## config.mk

```make
export PLATFORM = sky130hd
export DESIGN_NAME = decoder_scan_n
export DESIGN_NICKNAME = d
export VERILOG_FILES = /design/src/rtl/decoder_scan_n.sv
export SDC_FILE = /design/constraint.sdc
export NUM_CORES = 1
export LEC_CHECK = 0
export CORE_ASPECT_RATIO = 1.25
export CORE_MARGIN = 2
export CORE_UTILIZATION = 45
export CTS_CLUSTER_SIZE = 10
export DETAILED_ROUTE_END_ITERATION = 16
export GPL_TIMING_DRIVEN = 0
export PLACE_DENSITY = 0.75
export SLEW_MARGIN = 20
export SYNTH_ARGS = -nofsm -noshare
export SYNTH_HDL_FRONTEND = slang
export SYNTH_SLANG_ARGS = --single-unit
export TNS_END_PERCENT = 1
```

## constraint.sdc

```tcl
create_clock -name clk -period 2.4 [get_ports clk]
set_clock_uncertainty 0.1 [all_clocks]
set_input_delay 0.36 -clock clk [delete_from_list [all_inputs] [get_ports clk]]
set_output_delay 0.36 -clock clk [all_outputs]
set_load 0.05 [all_outputs]
```

## src/rtl/decoder_scan_n.sv

```systemverilog
// N-to-2^N one-hot decoder with a registered output. It has two modes: DECODE captures a strobed select; SCAN auto-steps every SCAN_DIV cycles.
// Outputs update one edge after the inputs. There is no backpressure: load is accepted on any cycle with en=1.
module decoder_scan_n #(
   parameter int SEL_W    = 3,
   parameter int SCAN_DIV = 4
) (
   input  logic                  clk,
   input  logic                  rst_n,
   input  logic                  en,
   input  logic                  mode,
   input  logic                  load,
   input  logic [SEL_W-1:0]      sel,
   output logic [2**SEL_W-1:0]   f,
   output logic [SEL_W-1:0]      idx,
   output logic                  valid,
   output logic                  wrap
);
   localparam int OUT_W = 2**SEL_W;
   localparam int DIV_W = (SCAN_DIV > 1) ? $clog2(SCAN_DIV) : 1;
   localparam logic [DIV_W-1:0] DIV_MAX = DIV_W'(SCAN_DIV - 1);
   localparam logic [SEL_W-1:0] IDX_MAX = SEL_W'(OUT_W - 1);
   localparam logic [OUT_W-1:0] ONE     = OUT_W'(1);

   localparam logic [1:0] ST_IDLE   = 2'd0;
   localparam logic [1:0] ST_DECODE = 2'd1;
   localparam logic [1:0] ST_SCAN   = 2'd2;

   logic [1:0]       state, state_nxt;
   logic [DIV_W-1:0] div, div_nxt;
   logic [SEL_W-1:0] idx_nxt;
   logic             wrap_nxt;

   always_comb begin
      state_nxt = !en ? ST_IDLE : (!mode ? ST_DECODE : ST_SCAN);
      idx_nxt   = idx;
      div_nxt   = div;
      wrap_nxt  = 1'b0;
      case (state_nxt)
         ST_DECODE: begin
            if (load) idx_nxt = sel;
            div_nxt = '0;
         end
         ST_SCAN: begin
            // load outranks a coincident step; entering SCAN restarts the divider
            if (load) begin
               idx_nxt = sel;
               div_nxt = '0;
            end else if (state != ST_SCAN) begin
               div_nxt = '0;
            end else if (div == DIV_MAX) begin
               div_nxt  = '0;
               idx_nxt  = idx + SEL_W'(1);
               wrap_nxt = (idx == IDX_MAX);
            end else begin
               div_nxt = div + DIV_W'(1);
            end
         end
         default: ;
      endcase
   end

   always_ff @(posedge clk or negedge rst_n) begin
      if (!rst_n) begin
         state <= ST_IDLE;
         idx   <= '0;
         div   <= '0;
         f     <= '0;
         valid <= 1'b0;
         wrap  <= 1'b0;
      end else begin
         state <= state_nxt;
         idx   <= idx_nxt;
         div   <= div_nxt;
         wrap  <= wrap_nxt;
         if (state_nxt == ST_IDLE) begin
            f     <= '0;
            valid <= 1'b0;
         end else begin
            f     <= ONE << idx_nxt;
            valid <= 1'b1;
         end
      end
   end
endmodule
```

After elaboration in Yosys (flattened, before gate mapping)
Cells that the tools add are included.
{ "op_classes": {"add_sub_neg": 2, "n_eq_ne": 5, "shifts": 1, "mux": 17, "reduce_logical": 2} }
{ "op_table": {"columns": ["op", "count"], "rows": [
  ["2-to-1 mux 3 bit", 4],
  ["2-to-1 mux 2 bit", 5],
  ["2-to-1 mux 8 bit", 1],
  ["left shift 1 x 3 -> 8 bit (first input constant)", 1],
  ["one-hot mux 3 bit (2 select lines)", 1],
  ["2-to-1 mux 1 bit", 5],
  ["equality test 2 bit (second input constant)", 2],
  ["one-hot mux 2 bit (2 select lines)", 1],
  ["adder 3 x 1 -> 3 bit (second input constant)", 1],
  ["equality test 3 bit (second input constant)", 1],
  ["adder 2 x 1 -> 2 bit (second input constant)", 1],
  ["equality test 2 x 1 -> 1 bit (second input constant)", 1],
  ["logical NOT 2 bit", 1],
  ["inequality test 2 bit (second input constant)", 1],
  ["nonzero test 2 bit", 1]
]} }
{ "totals": {"register_bits": 17, "inputBits": 8, "output_inout_bits": 13, "wordCells": 33} }

Logic depth before layout (Yosys ltp)
Gate-level depths: netlist of the first run.
{ "logic_depth": {"word_depth": 7, "mapped_depth": 6, "depth_no_buf": 6} }

Worst setup path before layout of the first run
OpenSTA, ideal clock, no wires.
{ "synth_path": {"path_type": "reg-to-reg", "start": "reg idx[0]", "end": "reg f[6]", "setup_ps": 80, "arrival_time_ps": 1951, "required_time_ps": 2220, "path_slack_ps": 268, "path_stages_with_launch": 7, "n_path_buf": 0, "period_less_slack_ps": 2132, "cell_sequence": "dfrtp_1 -> ha_1 -> ha_1 -> nor2_1 -> mux2_4 -> or3b_4 -> nor3_2"} }
{ "synth_between": {"elab_chain_len": 7, "elab_cells_between_ends": 8, "cone_classes": "1 x add/sub; 1 x shift; 6 x mux"} }
{ "synth_lines": {"columns": ["item", "line_no", "text"], "rows": [
  ["start: declaration", "14", "output logic [SEL_W-1:0] idx,"],
  ["start signal: assignment", "72", "idx <= idx_nxt;"],
  ["adder 3 x 1 -> 3 bit", "52", "idx_nxt = idx + SEL_W'(1);"],
  ["2-to-1 mux 3 bit", "50", "end else if (div == DIV_MAX) begin"],
  ["2-to-1 mux 3 bit", "48", "end else if (state != ST_SCAN) begin"],
  ["2-to-1 mux 3 bit", "45", "if (load) begin"],
  ["one-hot mux 3 bit (2 select lines) *", "38", "case (state_nxt)"],
  ["left shift 1 x 3 -> 8 bit *", "79", "f <= ONE << idx_nxt;"],
  ["2-to-1 mux 8 bit *", "75", "if (state_nxt == ST_IDLE) begin"],
  ["end signal: assignment", "79", null],
  ["end: declaration", "13", "output logic [2**SEL_W-1:0] f,"]
]} }
Every way passes the cells marked *; elsewhere a longest branch is shown, timed or not.
A chain may end at the register's enable or synchronous reset.

Worst setup path after layout of the first run
{ "layout_path": {"start": "reg idx[0]", "end": "out idx[0]"} }
No word-level cell between the ends.

==> run_results.csv, run 1 <==
group,metric,value,unit
synthesis,syn_area_per_cell,11.5,µm²
worst_setup_path,cp-end-kind,"output port",
power,power,638,µW
synthesis,synth_top_family_by_area,"simple AND/OR/NAND/NOR gates",
final_layout,filler_cell_count,144,
sta,max_slew_margin,52.0,%
worst_setup_path,cp_cell_sequence,"clkdlybuf4s50_1",
sta,period_needed,2000,ps
grt,grt_max_degree,18,
final_layout,area_growth,31.1,%
sta,finalHoldViolations,0,
clocking,tritoncts,"yes",
synthesis,synthDistinctLibCells,25,
clocking,htree_levels,1,
synthesis,yosysWarningCount,0,
sta,slew_violations,0,
detailed_routing,vias_per_cell,5.13,
detailed_routing,postRouteAntennaNets,0,
die,die_y,50.3,µm
synthesis,synth_compound_area_share,6.96,%
worst_setup_path,cp_num_buf_inv,1,
clocking,postCtsHoldBufs,0,
worst_setup_path,worstPathArrival,1540,ps
synthesis,synth-adder-area-share,6.47,%
clocking,cts.repair.resized,0,
worst_setup_path,worstSetupPathType,"register to output port",
grt,track_usage,17.3,%
final_layout,drive_above_1_share,17.8,%
worst_setup_path,slowest_stage,"clkdlybuf4s50_1",
worst_setup_path,crit_required,1940,ps
synthesis,synthXorXnorAreaFrac,0,%
clocking,clockBufferDepth,2,
detailed_routing,drt_pass1_iterations,4,
grt,antenna_found_initial,0,
synthesis,syn_nets,79,
clocking,cts_inserted_buffers,3,
sta,fmax,500,MHz
placement,gp_congestion,0.704,
placement,hpwlAfterDp,1120,µm
sta,rsz0062_at_grt,"false",
power,p_leak,0.475,nW
clocking,worstSkewPairLatency,280,ps
job,cap_violations,0,
die,dieArea,2070,µm²
worst_hold_path,min_path_type,"input pin to register",
detailed_routing,initialDrtViolationCount,6,
power,ir_worst_vdd,407,µV
die,die_w,41.1,µm
sta,tns,0,ps
grt,grt_pass1_wl,2390,µm
die,initial_utilization,48.9,%
clocking,cts_setup_buffers,0,
worst_setup_path,slowest_delay,830,ps
detailed_routing,num_vias,554,
die,fp-row-count,16,
final_layout,multiInputGateArea,312,µm²
synthesis,synth_area,773,µm²
synthesis,synth.area.mux_share,3.24,%
clocking,cts.sinks,17,
grt,grt_overflow,0,
final_layout,seq_area,425,µm²
worst_setup_path,start_kind,"register",
synthesis,synthCells,67,
grt,grt_pass1_vias,542,
worst_setup_path,critical_path_peak_fanout,5,
sta,period_share,83.3,%
sta,worst-slew-pin-transition,718,ps
clocking,cts-root-buf,"clkbuf_4",
synthesis,synthSimpleGateAreaFrac,23.6,%
final_layout,antenna_cells,0,
synthesis,seq_area_frac_synth,55.0,%
final_layout,utilization,64.1,%
clocking,path_clk_slew,100,ps
placement,portBuffers,19,
detailed_routing,drc,0,
power,powerDensity,630,nW/µm²
worst_setup_path,rrSetupSlack,440,ps
worst_setup_path,crit_family,"buffers and inverters",
synthesis,synth_seq_cells,17,
final_layout,final_nets,103,
die,io_pins,21,
sta,setup_viol,0,
sta,hold_slack,384,ps
detailed_routing,totalWireLength,1450,µm
die,core-area,1580,µm²
detailed_routing,wl_per_cell,13.5,µm
outcome,outcome,"finished, final reports clean",
power breakdown:
| group | total (mW) | internal [mW] | switching [mW] |
|---|---|---|---|
| logic | 0.172 | 0.0620 | 0.110 |
| registers | 0.317 | 0.304 | 0.0135 |
| clock network | 0.149 | 0.0618 | 0.0869 |
layer usage:
| layer | up-vias | global-route usage (%) | wire length, µm |
|---|---|---|---|
| li1 | 273 | - | - |
| met1 | 269 | 21.0 | 614 |
| met2 | 12 | 27.9 | 748 |
| met3 | 0 | 5.75 | 91 |
| met4 | 0 | 5.00 | 0 |
| met5 | - | 0 | 0 |
cells in the mapped netlist:
cell type / count / area share [%]
inv_1: 4 / 1.9
o21ai_0: 2 / 1.3
a211o_1: 1 / 1.1
or3b_4: 1 / 1.5
mux2_4: 1 / 1.9
mux2i_1: 1 / 1.3
o21a_1: 1 / 0.97
nor2_1: 6 / 2.9
dfrtp_1: 17 / 55
nand3b_1: 1 / 0.97
inv_2: 2 / 0.97
o21ai_1: 2 / 1.3
and4b_1: 1 / 1.3
nor2b_1: 2 / 1.6
nor3_1: 5 / 3.2
nor3_2: 4 / 5.2
ha_1: 4 / 6.5
a311o_2: 1 / 1.5
nor4b_4: 1 / 3.1
clkbuf_1: 1 / 0.48
o22ai_1: 1 / 0.81
nand2_1: 4 / 1.9
buf_2: 2 / 1.3
and3_1: 1 / 0.81
nand4b_1: 1 / 1.1
stage by stage:
stage	cells	setup slack (ps)	cell area, µm²
6_report	108	401	1010
5_1_grt	108	308	1010
4_1_cts	108	398	1010
3_5_place_dp	104	259	986
3_3_place_gp	104	246	986
2_1_floorplan	67	268	773
flip-flops by register name, summed over array words and instances, names as in the netlist:
name / cells
wrap: 1
idx: 3
f: 8
valid: 1
div: 2
state: 2
final timing paths:
kind | from | to | cells past startpoint
setup / recovery | idx[0]$_DFF_PN0_ | idx[0] | 1
hold / removal | load | div[0]$_DFFE_PN0N_ | 4
setup reg to reg | idx[0]$_DFF_PN0_ | f[4]$_DFF_PN0_ | 6
hold reg to reg | div[1]$_DFFE_PN0N_ | div[1]$_DFFE_PN0N_ | 2
max in group asynchronous | rst_n | state[1]$_DFF_PN0_ | 1
min in group asynchronous | rst_n | div[0]$_DFFE_PN0N_ | 1
cells in the final DEF (no fill, tap or decap), types with 2 or more instances in the layout:
| master | Yosys | routed |
|---|---|---|
| inv_1 | 4 | 4 |
| nor2_1 | 6 | 6 |
| dfrtp_1 | 17 | 17 |
| o21ai_1 | 2 | 2 |
| nand2_1 | 4 | 4 |
| buf_2 | 2 | 2 |
| clkbuf_4 | 0 | 3 |
| nor2b_1 | 2 | 2 |
| clkdlybuf4s50_1 | 0 | 19 |
| inv_2 | 2 | 2 |
| nor3_1 | 5 | 5 |
| ha_1 | 4 | 4 |
| o21ai_0 | 2 | 2 |
| nor3_2 | 4 | 4 |
worst reg2reg max path: stages, from the launching register on:
cell and delay, ps:
dfrtp_1 440, ha_1 220, ha_1 270, nor2_1 40
mux2_4 270, or3b_4 440, nor3_2 110
cell families after synthesis:
group,after synthesis
compound gates,8
flops,17
fa+ha+maj,4
mux,2
simple gates,27
buf+inv,9
layout make-up:
class | instances | area share [%]
Buffer | 3 | 1.36
Clock buffer | 3 | 2.22
Clock inverter | 1 | 0.494
Inverter | 6 | 2.22
Multi-Input combinational cell | 41 | 30.7
Sequential cell | 17 | 42.0
Tap cell | 18 | 2.22
Timing Repair Buffer | 19 | 18.8
No activity file was read; power rests on OpenSTA's default activity.
==> run 2, diff against run 1 <==
--- a/config.mk
+++ b/config.mk
@@ -7,11 +7,11 @@
 export LEC_CHECK = 0
 export CORE_ASPECT_RATIO = 1.25
 export CORE_MARGIN = 2
-export CORE_UTILIZATION = 45
+export CORE_UTILIZATION = 41
 export CTS_CLUSTER_SIZE = 10
 export DETAILED_ROUTE_END_ITERATION = 16
 export GPL_TIMING_DRIVEN = 0
-export PLACE_DENSITY = 0.75
+export PLACE_DENSITY = 0.72
 export SLEW_MARGIN = 20
 export SYNTH_ARGS = -nofsm -noshare
 export SYNTH_HDL_FRONTEND = slang
==> constraint.sdc (replaced) <==
create_clock -name clk -period 1.7 [get_ports clk]
set_clock_uncertainty 0.1 [all_clocks]
set_input_delay 0.255 -clock clk [delete_from_list [all_inputs] [get_ports clk]]
set_output_delay 0.255 -clock clk [all_outputs]
set_load 0.05 [all_outputs]
==> run 2 against run 1 <==
Critical path depth up 5. Sequential share of layout area decreased by 1.3 points. Critical endpoint is now f[6]$_DFF_PN0_. The run now ends with negative setup slack left. Clock power up 38%. Routed wire length increased by 5.2%. Highest routed layer unchanged. Design area increased by 3.8%. Largest cell class unchanged. Non-clock buffer count grew 3. Via count grew 0.54%. Worst hold slack lost 84 ps. Critical path type is now register to register.
==> run_results.csv, run 2 (synthesis results as in run 1) <==
group,metric,value,unit
outcome,outcome,"complete, but fails checks",
outcome,failed_checks,"negative setup slack",
clocking,htree_levels,1,
sta,worst-slew-pin-transition,749,ps
final_layout,filler_cell_count,168,
final_layout,drive_above_1_share,25.8,%
die,fp-row-count,17,
final_layout,mostFrequentLayoutCells,"dfrtp_1 (15), dlygate4sd2_1 (13), clkdlybuf4s50_1 (6)",
detailed_routing,num_vias,557,
detailed_routing,drc,0,
placement,pre_cts_ws,-427,ps
detailed_routing,drt_pass1_iterations,3,
sta,fmax,525,MHz
sta,slew_violations,0,
die,die_w,42.8,µm
die,initial_utilization,43.8,%
grt,grt_overflow,0,
final_layout,final_nets,106,
power,p_int,615,µW
placement,portBuffers,19,
grt,grt_pass1_wl,2480,µm
worst_setup_path,cp-end-kind,"register",
placement,hpwlAfterDp,1100,µm
detailed_routing,vias_per_cell,4.97,
worst_setup_path,worstPathArrival,2010,ps
detailed_routing,initialDrtViolationCount,8,
clocking,cts_inserted_buffers,3,
grt,track_usage,15.2,%
final_layout,seq_area,428,µm²
power,powerDensity,871,nW/µm²
worst_setup_path,worstSetupPathType,"register to register",
clocking,path_clk_slew,90,ps
sta,finalHoldViolations,0,
power,ir_worst_vdd,688,µV
placement,gp_congestion,0.721,
detailed_routing,totalWireLength,1530,µm
worst_setup_path,crit_required,1800,ps
final_layout,multiInputGateArea,342,µm²
detailed_routing,postRouteAntennaNets,0,
worst_hold_path,min_path_type,"input pin to register",
final_layout,antenna_cells,0,
final_layout,top_register,"f",
job,cap_violations,0,
final_layout,final_common_cell,"dfrtp_1",
final_layout,largest_reg_flops,8,
sta,setup_ws,-206,ps
clocking,worstSkewPairLatency,280,ps
power,clock_power_share,22.4,%
clocking,postCtsHoldBufs,0,
power,p_sw,302,µW
clocking,clockBufferDepth,2,
sta,setup_viol,9,
final_layout,utilization,59.6,%
sta,period_share,112,%
final_layout,area_growth,36.1,%
die,core-area,1770,µm²
power,p_leak,0.530,nW
grt,grt_pass1_vias,554,
die,dieArea,2250,µm²
detailed_routing,wl_per_cell,13.7,µm
sta,rsz0062_at_grt,"true",
die,io_pins,21,
power,swShare,32.9,%
clocking,tritoncts,"yes",
clocking,cts.sinks,17,
die,die_y,52.6,µm
sta,max_slew_margin,49.9,%
power,seq_power_share,49.1,%
grt,grt_max_degree,18,
worst_setup_path,critical_path_peak_fanout,5,
sta,period_needed,1910,ps
final_layout,reg_top3,"f: 8 flops, idx: 3 flops",
worst_setup_path,start_kind,"register",
grt,antenna_found_initial,0,
power,combPwrFrac,28.4,%
clocking,cts-root-buf,"clkbuf_4",
## run 2: cell count changes in the layout (fill, tap and decap cells not counted), moves of 2 or more
| cell | change |
|---|---|
| clkdlybuf4s50_1 | -13 |
| dlygate4sd2_1 | +13 |
| buf_4 | +3 |
| dfrtp_1 | -2 |
| dfrtp_2 | +2 |
| ha_1 | -2 |
| ha_4 | +2 |
## run 2: per-stage QoR
step	setup TNS [ps]	std cells	instance area, µm²	power (mW)	hold WS, ps
global route	-1860	112	1050	0.972	329
finish	-1270	112	1050	0.917	300
detailed placement	-3240	105	992	0.704	446
global placement	-3150	105	992	0.699	439
CTS	-1420	110	1010	0.901	291
floorplan	-1740	67	778	0.616	-141
## run 2: power groups by stage
stage	registers (mW)	clock network [mW]	logic, mW
global route	0.454	0.235	0.283
floorplan	0.533	0	0.0822
finish	0.450	0.206	0.261
detailed placement	0.458	0	0.246
CTS	0.448	0.215	0.238
global placement	0.457	0	0.243
## run 2: final cells by class
type | instances | share of cell area, %
sequential | 17 | 40.7
multi-input combinational | 41 | 32.5
timing repair buffer | 22 | 18.7
clock buffer | 4 | 2.50
tap | 19 | 2.26
inverter | 6 | 2.14
buffer | 3 | 1.31
## run 2: final timing paths
kind	startpoint	endpoint	slack (ps)	cells after the start
setup / recovery	idx[1]$_DFF_PN0_	f[6]$_DFF_PN0_	-210	6
hold / removal	load	div[0]$_DFFE_PN0N_	300	4
setup reg to reg	idx[1]$_DFF_PN0_	f[6]$_DFF_PN0_	-210	6
hold reg to reg	div[1]$_DFFE_PN0N_	div[1]$_DFFE_PN0N_	450	2
max in group asynchronous	rst_n	idx[0]$_DFF_PN0_	670	1
min in group asynchronous	rst_n	div[0]$_DFFE_PN0N_	310	1
## run 2: critical path, stage by stage (launching register included)
cell and delay (ps):
dfrtp_2 450, ha_4 170, ha_4 250, nor2_2 30, mux2_4 280, or3b_4 420, nor3_2 130
## run 2: timing repair
action	in CTS	in global routing
endpoints found under the setup margin	22	10
gates resized for setup	13	4
setup buffers	1	2
## run 2: per-layer routing
metal  share of wire, %  GRT usage (%)  up-vias
met5                  0              0        -
li1                   -              -      284
met2                 49           25.5       13
met4                  0           4.69        0
met1                 46           18.3      260
met3                5.7           5.17        0
==> run 3, diff against run 2 <==
--- a/config.mk
+++ b/config.mk
@@ -12,6 +12,7 @@
 export DETAILED_ROUTE_END_ITERATION = 16
 export GPL_TIMING_DRIVEN = 0
 export PLACE_DENSITY = 0.72
+export SETUP_SLACK_MARGIN = 0.15
 export SLEW_MARGIN = 20
 export SYNTH_ARGS = -nofsm -noshare
 export SYNTH_HDL_FRONTEND = slang
==> run 3 against run 2 <==
The flow still finishes with violations (negative setup slack). Clock power is essentially flat. Combinational power is essentially flat. Design area grew 1.4%. Sequential share of layout area shrank 0.57 points. Maximum frequency is essentially flat. Global-route usage grew 0.073 points. Critical path depth is the same. Core utilization grew 0.85 points. Flip-flop and latch count is the same. Register-to-register slack is essentially flat. Die area is the same. Largest cell class unchanged.
==> run_results.csv, run 3 (synthesis results as in run 1) <==
group,metric,value,unit
outcome,outcome,"complete, but fails checks",
outcome,failed_checks,"negative setup slack",
worst_setup_path,critical_path_peak_fanout,5,
final_layout,area_growth,38.0,%
sta,setup_ws,-206,ps
final_layout,fin_cells,112,
sta,period_share,112,%
grt,grt_overflow,0,
worst_setup_path,crit_path_frequent_cell,"ha_4",
placement,pre_cts_ws,-427,ps
final_layout,final_common_cell,"dfrtp_1",
clocking,cts_inserted_buffers,3,
sta,max_slew_margin,49.1,%
worst_setup_path,start_kind,"register",
sta,fmax,525,MHz
sta,slew_violations,0,
placement,hpwlAfterDp,1100,µm
detailed_routing,drc,0,
placement,gp_congestion,0.721,
final_layout,reg_top3,"f: 8 flops, idx: 3 flops",
worst_setup_path,cp-end-kind,"register",
final_layout,antenna_cells,0,
detailed_routing,drt_pass1_iterations,3,
detailed_routing,num_vias,561,
clocking,path_clk_slew,90,ps
worst_setup_path,worstPathArrival,2010,ps
placement,place_inst,105,
sta,setup_viol,9,
die,die_y,52.6,µm
clocking,cts.sinks,17,
final_layout,utilization,60.5,%
die,io_pins,21,
detailed_routing,postRouteAntennaNets,0,
final_layout,mostFrequentLayoutCells,"dfrtp_1 (15), dlygate4sd2_1 (8), nor3_1 (5), nor2_1 (5), clkdlybuf4s50_1 (5)",
clocking,clockBufferDepth,2,
grt,antenna_found_initial,0,
die,dieArea,2250,µm²
clocking,cts-root-buf,"clkbuf_4",
detailed_routing,initialDrtViolationCount,8,
grt,track_usage,15.3,%
sta,finalHoldViolations,0,
grt,grt_max_degree,18,
sta,tns,-1270,ps
worst_setup_path,worstSetupPathType,"register to register",
final_layout,drive_above_1_share,30.1,%
worst_setup_path,cp_cell_sequence,"ha_4, ha_4, nor2_2, mux2_4, or3b_4, nor3_2",
clocking,tritoncts,"yes",
job,cap_violations,0,
final_layout,filler_cell_count,165,
final_layout,largest_reg_flops,8,
worst_hold_path,min_path_type,"input pin to register",
worst_setup_path,crit_required,1800,ps
placement,portBuffers,19,
final_layout,top_register,"f",
clocking,postCtsHoldBufs,0,
sta,rsz0062_at_grt,"true",
worst_setup_path,slowest_delay,450,ps
worst_setup_path,crit_family,"simple AND/OR/NAND/NOR gates",
power,ir_worst_vdd,690,µV
worst_setup_path,cp_num_buf_inv,0,
clocking,htree_levels,1,
clocking,worstSkewPairLatency,280,ps
final_layout,final_nets,106,
grt,grt_pass1_vias,558,
power,power,920,µW
die,die_w,42.8,µm
detailed_routing,vias_per_cell,5.01,
die,core-area,1770,µm²
worst_setup_path,slowest_stage,"dfrtp_2",
sta,period_needed,1910,ps
sta,worst-slew-pin-transition,761,ps
grt,grt_pass1_wl,2500,µm
die,fp-row-count,17,
power,p_leak,0.528,nW
power,powerDensity,862,nW/µm²
die,initial_utilization,43.8,%
detailed_routing,wl_per_cell,14.0,µm
detailed_routing,totalWireLength,1570,µm
## run 3: area by class of cell
class                   count  area, µm²  area share (%)
well taps                  19       23.8            2.23
flip-flops and latches     17        428            40.1
repair buffers             22        199            18.6
clock buffers               4       26.3            2.46
multi-input cells          41        354            33.2
inverters                   6       22.5            2.11
plain buffers               3       13.8            1.29
## run 3: power breakdown
group | internal [mW] | switching (mW)
logic | 0.0959 | 0.168
clock network | 0.0909 | 0.115
registers | 0.430 | 0.0207
## run 3: repair_timing
| action | CTS | global route |
|---|---|---|
| setup endpoints to repair | 24 | 15 |
| setup buffers | 1 | 2 |
| pin swaps | 1 | 2 |
| cloned | 0 | 0 |
| resized for setup | 17 | 11 |
## run 3: final timing paths
path | cells after the start | endpoint | slack, ps | from
min | 2 | state[0]$_DFF_PN0_ | 200 | mode
min reg2reg | 2 | div[1]$_DFFE_PN0N_ | 490 | div[1]$_DFFE_PN0N_
max in group asynchronous | 1 | idx[0]$_DFF_PN0_ | 660 | rst_n
max reg2reg | 6 | f[6]$_DFF_PN0_ | -210 | idx[1]$_DFF_PN0_
max | 6 | f[6]$_DFF_PN0_ | -210 | idx[1]$_DFF_PN0_
min in group asynchronous | 1 | div[0]$_DFFE_PN0N_ | 310 | rst_n
## run 3: routing by layer
metal,part of all wire [%],wire (µm),global-route usage (%)
met1,45,703,18.5
met4,0,0,4.69
met3,6.0,94,5.17
met5,0,0,0
met2,49,767,25.5
## run 3: worst register-to-register path, cell delays in order (launching register included)
cell	delay, ps
dfrtp_2	450
ha_4	170
ha_4	250
nor2_2	30
mux2_4	280
or3b_4	420
nor3_2	130
## run 3: per-stage QoR
step	hold WS (ps)	cell area (µm²)
after CTS	291	1020
after detailed placement	446	992
after floorplan	-141	778
after global routing	191	1070
after global placement	439	992
final	201	1070
